<file path="config.mk">
export PLATFORM = sky130hd
export DESIGN_NAME = seg_pattern_encoder
export DESIGN_NICKNAME = d
export VERILOG_FILES = /design/src/rtl/seg_pattern_encoder.sv
export SDC_FILE = /design/constraint.sdc
export NUM_CORES = 1
export LEC_CHECK = 0
export BUFFER_PORTS_ARGS = -buffer_cell sky130_fd_sc_hd__buf_2
export CAP_MARGIN = 20
export CORE_ASPECT_RATIO = 0.9
export CORE_MARGIN = 5
export CORE_UTILIZATION = 38
export CTS_CLUSTER_SIZE = 14
export DETAILED_ROUTE_END_ITERATION = 8
export GPL_TIMING_DRIVEN = 0
export HOLD_SLACK_MARGIN = 0.12
export PLACE_DENSITY = 0.55
export SYNTH_ARGS = -nofsm -noshare
export SYNTH_HDL_FRONTEND = slang
export SYNTH_SLANG_ARGS = --single-unit
</file>
<file path="constraint.sdc">
create_clock -name clk -period 3.83 [get_ports clk]
set_input_delay 0.383 -clock clk [delete_from_list [all_inputs] [get_ports clk]]
set_output_delay 0.383 -clock clk [all_outputs]
set_load 0.01 [all_outputs]
</file>
<file path="src/rtl/seg_pattern_encoder.sv">
// seg_pattern_encoder: turns a stream of active-low 7-segment glyphs back into
// hex nibbles and packs DIGITS of them into one word. The first digit accepted
// ends up in the most significant nibble. Any glyph that is not a legal hex
// digit is stored as 0 and sets an error flag that travels with its word.
module seg_pattern_encoder #(
    parameter int DIGITS = 4
) (
    input  logic                  clk,
    input  logic                  rst,
    input  logic                  clear,
    input  logic [6:0]            seg_in,
    input  logic                  seg_valid,
    output logic                  seg_ready,
    output logic [4*DIGITS-1:0]   word_out,
    output logic                  word_err,
    output logic                  word_valid,
    input  logic                  word_ready,
    output logic [3:0]            digit_cnt
);

    typedef enum logic {
        COLLECT = 1'b0,
        HOLD    = 1'b1
    } state_t;

    localparam logic [3:0] LAST_DIGIT = 4'(DIGITS - 1);

    state_t              state;
    logic [4*DIGITS-1:0] shift_reg;
    logic [4*DIGITS-1:0] shift_next;
    logic                sticky_err;
    logic [3:0]          nibble;
    logic                legal;
    logic                accept;

    // Glyph lookup: segment bits are g..a, with 0 meaning the segment is lit.
    always_comb begin
        nibble = 4'h0;
        legal  = 1'b1;
        case (seg_in)
            7'b1000000: nibble = 4'h0;
            7'b1111001: nibble = 4'h1;
            7'b0100100: nibble = 4'h2;
            7'b0110000: nibble = 4'h3;
            7'b0011001: nibble = 4'h4;
            7'b0010010: nibble = 4'h5;
            7'b0000010: nibble = 4'h6;
            7'b1111000: nibble = 4'h7;
            7'b0000000: nibble = 4'h8;
            7'b0011000: nibble = 4'h9;
            7'b0001000: nibble = 4'hA;
            7'b0000011: nibble = 4'hB;
            7'b1000110: nibble = 4'hC;
            7'b0100001: nibble = 4'hD;
            7'b0000110: nibble = 4'hE;
            7'b0001110: nibble = 4'hF;
            default: begin
                nibble = 4'h0;
                legal  = 1'b0;
            end
        endcase
    end

    // Shift the partial word left by one digit and insert the new nibble at the bottom.
    always_comb begin
        shift_next       = shift_reg << 4;
        shift_next[3:0]  = nibble;
    end

    assign accept = seg_valid && seg_ready && (state == COLLECT);

    // Control FSM and all registered outputs; clear beats everything except reset.
    always_ff @(posedge clk or negedge rst) begin
        if (!rst) begin
            state      <= COLLECT;
            seg_ready  <= 1'b0;
            shift_reg  <= '0;
            sticky_err <= 1'b0;
            digit_cnt  <= 4'd0;
            word_out   <= '0;
            word_err   <= 1'b0;
            word_valid <= 1'b0;
        end else if (clear) begin
            state      <= COLLECT;
            seg_ready  <= 1'b1;
            shift_reg  <= '0;
            sticky_err <= 1'b0;
            digit_cnt  <= 4'd0;
            if (state == HOLD) begin
                word_out   <= '0;
                word_err   <= 1'b0;
                word_valid <= 1'b0;
            end
        end else begin
            case (state)
                COLLECT: begin
                    seg_ready <= 1'b1;
                    if (accept) begin
                        if (digit_cnt == LAST_DIGIT) begin
                            word_out   <= shift_next;
                            word_err   <= sticky_err | ~legal;
                            word_valid <= 1'b1;
                            state      <= HOLD;
                            seg_ready  <= 1'b0;
                            shift_reg  <= '0;
                            sticky_err <= 1'b0;
                            digit_cnt  <= 4'd0;
                        end else begin
                            shift_reg  <= shift_next;
                            sticky_err <= sticky_err | ~legal;
                            digit_cnt  <= digit_cnt + 4'd1;
                        end
                    end
                end
                HOLD: begin
                    if (word_valid && word_ready) begin
                        word_valid <= 1'b0;
                        state      <= COLLECT;
                        seg_ready  <= 1'b1;
                    end
                end
                default: begin
                    state     <= COLLECT;
                    seg_ready <= 1'b1;
                end
            endcase
        end
    end

endmodule
</file>
==> results of run 1 <==
==> synth_stat cells (all sizes together), types with 2 or more instances <==
library cell and instances:
a21oi 5, a22o 27, buf 9, dfrtp 37, inv 3, mux2 2, mux2i 2, nand2 11
nand2b 6, nand3 4, nand3b 3, nand4b 2, nor2 11, nor2b 2, nor3 5, nor3b 2
nor4 2, nor4b 2, o21a 2, o21ai 8, o22ai 2, o31ai 2, or2 2
==> power groups by stage <==
stage,clock [mW],combinational (mW),sequential (mW)
6_report,0.353,0.0891,0.407
3_5_place_dp,0,0.0906,0.414
4_1_cts,0.362,0.0907,0.406
2_1_floorplan,0,0.0505,0.416
5_1_grt,0.374,0.100,0.408
3_3_place_gp,0,0.0871,0.413
==> layer usage <==
metal	wire [um]	track usage, %	part of all wire (%)	vias to the layer above
li1	-	-	-	697
met1	1876	17.49	45	707
met2	2063	24.47	50	33
met3	171	3.351	4.1	6
met4	56	5.445	1.3	0
met5	0	0	0	-
==> logic make-up (layout without fill, tap and decap cells) <==
family                   count (synthesis)  after routing  share of synthesized area, %
XOR/XNOR                                 1              1                        0.4779
flip-flops                              37             37                         50.51
AND/OR/NAND/NOR                         56             56                         20.00
adder cells (fa/ha/maj)                  1              1                        0.6825
AO/OA/AOI/OAI                           52             52                         22.05
buffers and inverters                   13             55                         3.959
multiplexers                             4              4                         2.321
==> area by class of cell <==
cell class,count,area (um2),area share (%)
Multi-Input combinational cell,114,834.6,37.85
Clock inverter,2,37.54,1.703
Sequential cell,37,925.9,42.00
Buffer,10,61.31,2.781
Tap cell,65,81.33,3.689
Clock buffer,6,82.58,3.746
Inverter,3,11.26,0.5108
Timing Repair Buffer,34,170.2,7.719
==> cell usage in the layout, fill, tap and decap left out, types with 3 or more instances in the layout <==
master    count
a22o_1       26
o21ai_0       6
nand3_1       3
inv_1         3
nand2b_1      6
buf_2        41
nor2_1        9
clkbuf_8      6
nand3b_1      3
nor3_1        5
nand2_1      10
a21oi_1       4
dfrtp_1      37
==> worst min-delay path by stage <==
stage / end / slack, ns / depth (start not counted)
after global routing: word_out[13] / 0.26 / 1
after floorplan: digit_cnt[0] / 0.09 / 0
after detailed placement: word_out[13] / 0.48 / 1
after CTS: word_out[10] / 0.21 / 1
after global placement: word_out[13] / 0.48 / 1
final: digit_cnt[0] / 0.18 / 1
==> worst reg2reg max path: stages, from the launching register on <==
cell and delay, ns:
dfrtp_1 0.40, ha_1 0.21, nor3b_2 0.37, nand2_8 0.12, nor2_8 0.17, a21oi_4 0.09, buf_6 0.17, a22o_2 0.21
==> per-stage QoR <==
stage          instances  total power, mW  utilization [%]  cell area [um2]  setup slack [ns]
2_1_floorplan        164           0.4664                -             1833             2.141
3_3_place_gp         263           0.5005            43.66             2085             2.022
3_5_place_dp         263           0.5047            43.66             2085             1.981
4_1_cts              271           0.8591            46.17             2205             1.965
5_1_grt              271           0.8814            46.17             2205             1.839
6_report             271           0.8485            46.17             2205             2.006
==> run_results.csv, run 1 <==
group,metric,value,unit
clock_network,root_buffer,"clkbuf_8",
placed_design,dp_hpwl,3.059,mm
timing,hold_viol_final,0,
timing,final.min_clock_period,1.824,ns
worst_setup_path,cpMaxStageDelayCell,"dfrtp_1",
finish,areaGrowthSynthToFinish,20.27,%
worst_setup_path,cp-endpoint,"word_out[2]",
route,drt-total-wl,4.167,mm
clock_network,cts_buffer_depth,2,
worst_setup_path,path_cells,"ha_1 -> nor3b_2 -> nand2_8 -> nor2_8 -> a21oi_4 -> buf_6 -> a22o_2",
timing,rsz0062_at_grt,"false",
power_and_ir_drop,p_comb_share,10.5,%
timing,slew_headroom,46.43,%
clock_network,cts_setup_buffers,0,
logic_synthesis,synth_top_area_share,50.51,%
worst_setup_path,crit_fanout,10,
worst_setup_path,required,4.02,ns
route,drt-pass1-iter-count,4,
logic_synthesis,ys_top_cells_by_area,"dfrtp_1 (51%), a22o_1 (12%), nand2_1 (2.0%)",
route,drc_errors,0,
worst_setup_path,rr_startpoint,"digit_cnt[0]",
logic_synthesis,synth_area_leader_cell,"dfrtp_1",
power_and_ir_drop,p_sw,202.3,uW
global_route,grt_first_pass_wirelength,7.093,mm
worst_setup_path,cpPeakStageDelay,0.40,ns
finish,fillers,456,
timing,drv_slew,0,
die,die_area,0.006315,mm2
power_and_ir_drop,seq_power_share,47.9,%
clock_network,htreeDepth,2,
logic_synthesis,syn_nets,177,
worst_setup_path,worstSetupPathType,"flip-flop to flip-flop",
clock_network,cts_tree,"built",
route,initialDrtViolationCount,52,
worst_setup_path,worst-path-stages,7,
clock_network,clock-sinks,37,
logic_synthesis,synth_edf_count,0,
die,rows,24,
global_route,grt_use_total,14.12,%
clock_network,cts_made_buffers,5,
finish,nNetsFinal,218,
route,num_vias,1443,
logic_synthesis,ys_types,45,
finish,n_antenna_cell,0,
timing,finalCritPeriodShare,47.64,%
logic_synthesis,syn_inst,164,
power_and_ir_drop,p_leak,1.070,nW
route,final_antenna_net_count,0,
power_and_ir_drop,ir_drop,193.0,uV
timing,setup_viol,0,
die,pin_count,35,
clock_network,clock_latency,0.29,ns
die,coreArea,0.004775,mm2
clock_network,holdBufCountCts,0,
placed_design,portBuffers,34,
worst_setup_path,cp.arrival,2.01,ns
worst_setup_path,ff2ff_setup_slack,2.01,ns
logic_synthesis,ys_async_sr_fraction,100.0,%
worst_setup_path,startpoint,"digit_cnt[0]",
route,vias_per_cell,5.325,
die,die_y,75.89,um
outcome,status,"complete, no violations",
global_route,grt_pass1_vias,1454,
logic_synthesis,synth_area_per_cell,11.18,um2
logic_synthesis,synth_area,0.001833,mm2
global_route,antenna_found_initial,0,
hold_path,hold_class,"input port to asynchronous set/reset pin",
power_and_ir_drop,p_clk_share,41.6,%
timing,worst_pin_slew,0.8036,ns
worst_setup_path,r2r_cells,7,
logic_synthesis,ys.flop_type,"dfrtp_1",
timing,holdWs,0.1784,ns
die,initial_core_util,38.39,%
worst_setup_path,crit_path_end_kind,"flip-flop",
timing,fin_worst_skew,0.005306,ns
timing,timing.setup.tns,0,ns
die,die-width,83.21,um
power_and_ir_drop,intPower,646.2,uW
logic_synthesis,ys_seq_area_share,50.51,%
clock_network,cts_resized,0,
power_and_ir_drop,powerDensity,384.9,mW/mm2
worst_setup_path,startpoint_type,"flip-flop",
worst_setup_path,cp_top_family,"simple AND/OR/NAND/NOR gates",
worst_setup_path,critPathBufInv,1,
run,cap_violations,0,
worst_setup_path,r2r_end,"word_out[2]",
timing,fmax,548.1,MHz
power_and_ir_drop,swShare,23.84,%
clock_network,clkSlewWorstSetupHoldPaths,0.07,ns
finish,largest_reg_flops,16,
global_route,grt-ovfl-total,0,
global_route,grt_max_degree,38,
logic_synthesis,yosys_warnings,0,
route,wl_per_cell,15.38,um
finish,drive_above_1_share,31.55,%
placed_design,place.gp.congestion,0.9228,
logic_synthesis,synth-seq-cells,37,
Power figures use the tool's default switching activity.
==> run 2, diff against run 1 <==
==> constraint.sdc (replaced) <==
create_clock -name clk -period 1.9 [get_ports clk]
set_input_delay 0.19 -clock clk [delete_from_list [all_inputs] [get_ports clk]]
set_output_delay 0.19 -clock clk [all_outputs]
set_load 0.01 [all_outputs]
==> run_results.csv, run 2 (same netlist as run 1, synthesis figures left out) <==
group,metric,value,unit
route,final_antenna_net_count,0,
timing,rsz0062_at_grt,"false",
die,initial_core_util,38.39,%
power_and_ir_drop,power,1.713,mW
clock_network,cts_made_buffers,5,
run,cap_violations,0,
global_route,grt_use_total,14.15,%
finish,final_common_cell,"buf_2",
clock_network,cts_tree,"built",
placed_design,dp_hpwl,3.059,mm
worst_setup_path,rr_startpoint,"digit_cnt[1]",
hold_path,hold_class,"input port to flip-flop",
placed_design,placed_cells,263,
worst_setup_path,cpPeakStageDelay,0.39,ns
worst_setup_path,required,2.08,ns
timing,fin_worst_skew,0.005404,ns
route,initialDrtViolationCount,48,
die,die-width,83.21,um
route,vias_per_cell,5.326,
worst_setup_path,critPathBufInv,1,
worst_setup_path,worstSetupPathType,"flip-flop to flip-flop",
timing,hold_viol_final,0,
worst_setup_path,startpoint,"digit_cnt[1]",
finish,design_area,0.002228,mm2
route,drc_errors,0,
placed_design,place.gp.congestion,0.9228,
placed_design,place_area,0.002085,mm2
worst_setup_path,crit_fanout,10,
finish,fin_util,46.67,%
die,rows,24,
die,die_area,0.006315,mm2
worst_setup_path,cp_top_family,"simple AND/OR/NAND/NOR gates",
power_and_ir_drop,p_leak,1.077,nW
global_route,antenna_found_initial,0,
worst_setup_path,crit_path_end_kind,"flip-flop",
timing,drv_slew,0,
finish,areaGrowthSynthToFinish,21.57,%
die,coreArea,0.004775,mm2
global_route,grt_first_pass_wirelength,7.107,mm
route,wl_per_cell,15.42,um
global_route,grt_pass1_vias,1457,
worst_setup_path,cp.arrival,1.95,ns
route,drt-total-wl,4.211,mm
global_route,grt-ovfl-total,0,
finish,final_cell_mix,"buf_2 (41), dfrtp_1 (37), a22o_1 (26)",
clock_network,cts_buffer_depth,2,
finish,n_antenna_cell,0,
worst_setup_path,path_cells,"ha_1 -> nor3b_4 -> nand2_8 -> nor2_8 -> a21oi_4 -> buf_6 -> a22o_2",
timing,timing.setup.tns,0,ns
die,die_y,75.89,um
power_and_ir_drop,ir_drop,390.5,uV
clock_network,clkSlewWorstSetupHoldPaths,0.07,ns
timing,final.min_clock_period,1.761,ns
timing,slew_headroom,46.18,%
timing,fmax,568.0,MHz
outcome,status,"complete, no violations",
route,drt-pass1-iter-count,4,
placed_design,portBuffers,34,
timing,worst_pin_slew,0.8073,ns
power_and_ir_drop,powerDensity,768.9,mW/mm2
timing,setup_viol,0,
die,pin_count,35,
finish,instances_no_fill,273,
clock_network,root_buffer,"clkbuf_8",
global_route,grt_max_degree,38,
worst_setup_path,startpoint_type,"flip-flop",
clock_network,clock-sinks,37,
finish,nNetsFinal,220,
clock_network,htreeDepth,2,
route,num_vias,1454,
timing,finalCritPeriodShare,92.66,%
finish,largest_reg_flops,16,
finish,drive_above_1_share,31.73,%
worst_setup_path,cpMaxStageDelayCell,"dfrtp_1",
hold_path,hold_path_startpoint,"word_ready",
clock_network,clock_latency,0.29,ns
run 2: cell types whose count changed in the layout (fill, tap and decap cells not counted), sizes merged:
cell         delta
buf             +1
dlygate4sd3     +1
run 2: worst paths after layout:
check / end / slack (ns) / cells past startpoint
worst max-delay path: word_out[2] / 0.14 / 7
worst min-delay path: word_valid / 0.22 / 3
worst max register to register: word_out[2] / 0.14 / 7
worst min register to register: word_out[6] / 0.50 / 1
max in group asynchronous: shift_reg[6] / 0.88 / 2
min in group asynchronous: digit_cnt[0] / 0.52 / 2
run 2: final cells by class:
class	instances	area (um2)
repair buffers	36	187.7
clock buffers	6	82.58
flip-flops and latches	37	925.9
clock inverters	2	37.54
inverters	3	11.26
fillers	455	2546
well taps	65	81.33
multi-input cells	114	840.8
plain buffers	10	61.31
run 2: stage by stage:
step | setup slack, ns | hold WS [ns]
global placement | 0.09151 | 0.3126
finish | 0.1395 | 0.2206
CTS | 0.03452 | 0.2132
floorplan | 0.2115 | -0.1056
detailed placement | 0.05079 | 0.3284
global route | 0.02194 | 0.2437
run 2: what timing repair did:
action,CTS,global route
hold buffers,1,0
buffers inserted,0,1
setup endpoints to repair,0,11
endpoints found under the hold margin,37,0
resized for setup,0,1
run 2: metal layers:
| metal | wire length (um) | vias up | share of wire (%) | global-route usage (%) |
|---|---|---|---|---|
| li1 | - | 701 | - | - |
| met1 | 1902 | 710 | 45 | 17.49 |
| met2 | 2070 | 37 | 49 | 24.47 |
| met3 | 181 | 6 | 4.3 | 3.459 |
| met4 | 56 | 0 | 1.3 | 5.445 |
| met5 | 0 | - | 0 | 0 |
run 2: report_power, final:
| group | internal, mW | switching, mW |
|---|---|---|
| sequential | 0.805 | 0.0138 |
| clock | 0.427 | 0.283 |
| combinational | 0.0745 | 0.111 |
run 2: worst register-to-register path, cell delays in order, from the launching register on:
cell	delay, ns
dfrtp_1	0.39
ha_1	0.21
nor3b_4	0.32
nand2_8	0.11
nor2_8	0.17
a21oi_4	0.09
buf_6	0.17
a22o_2	0.21
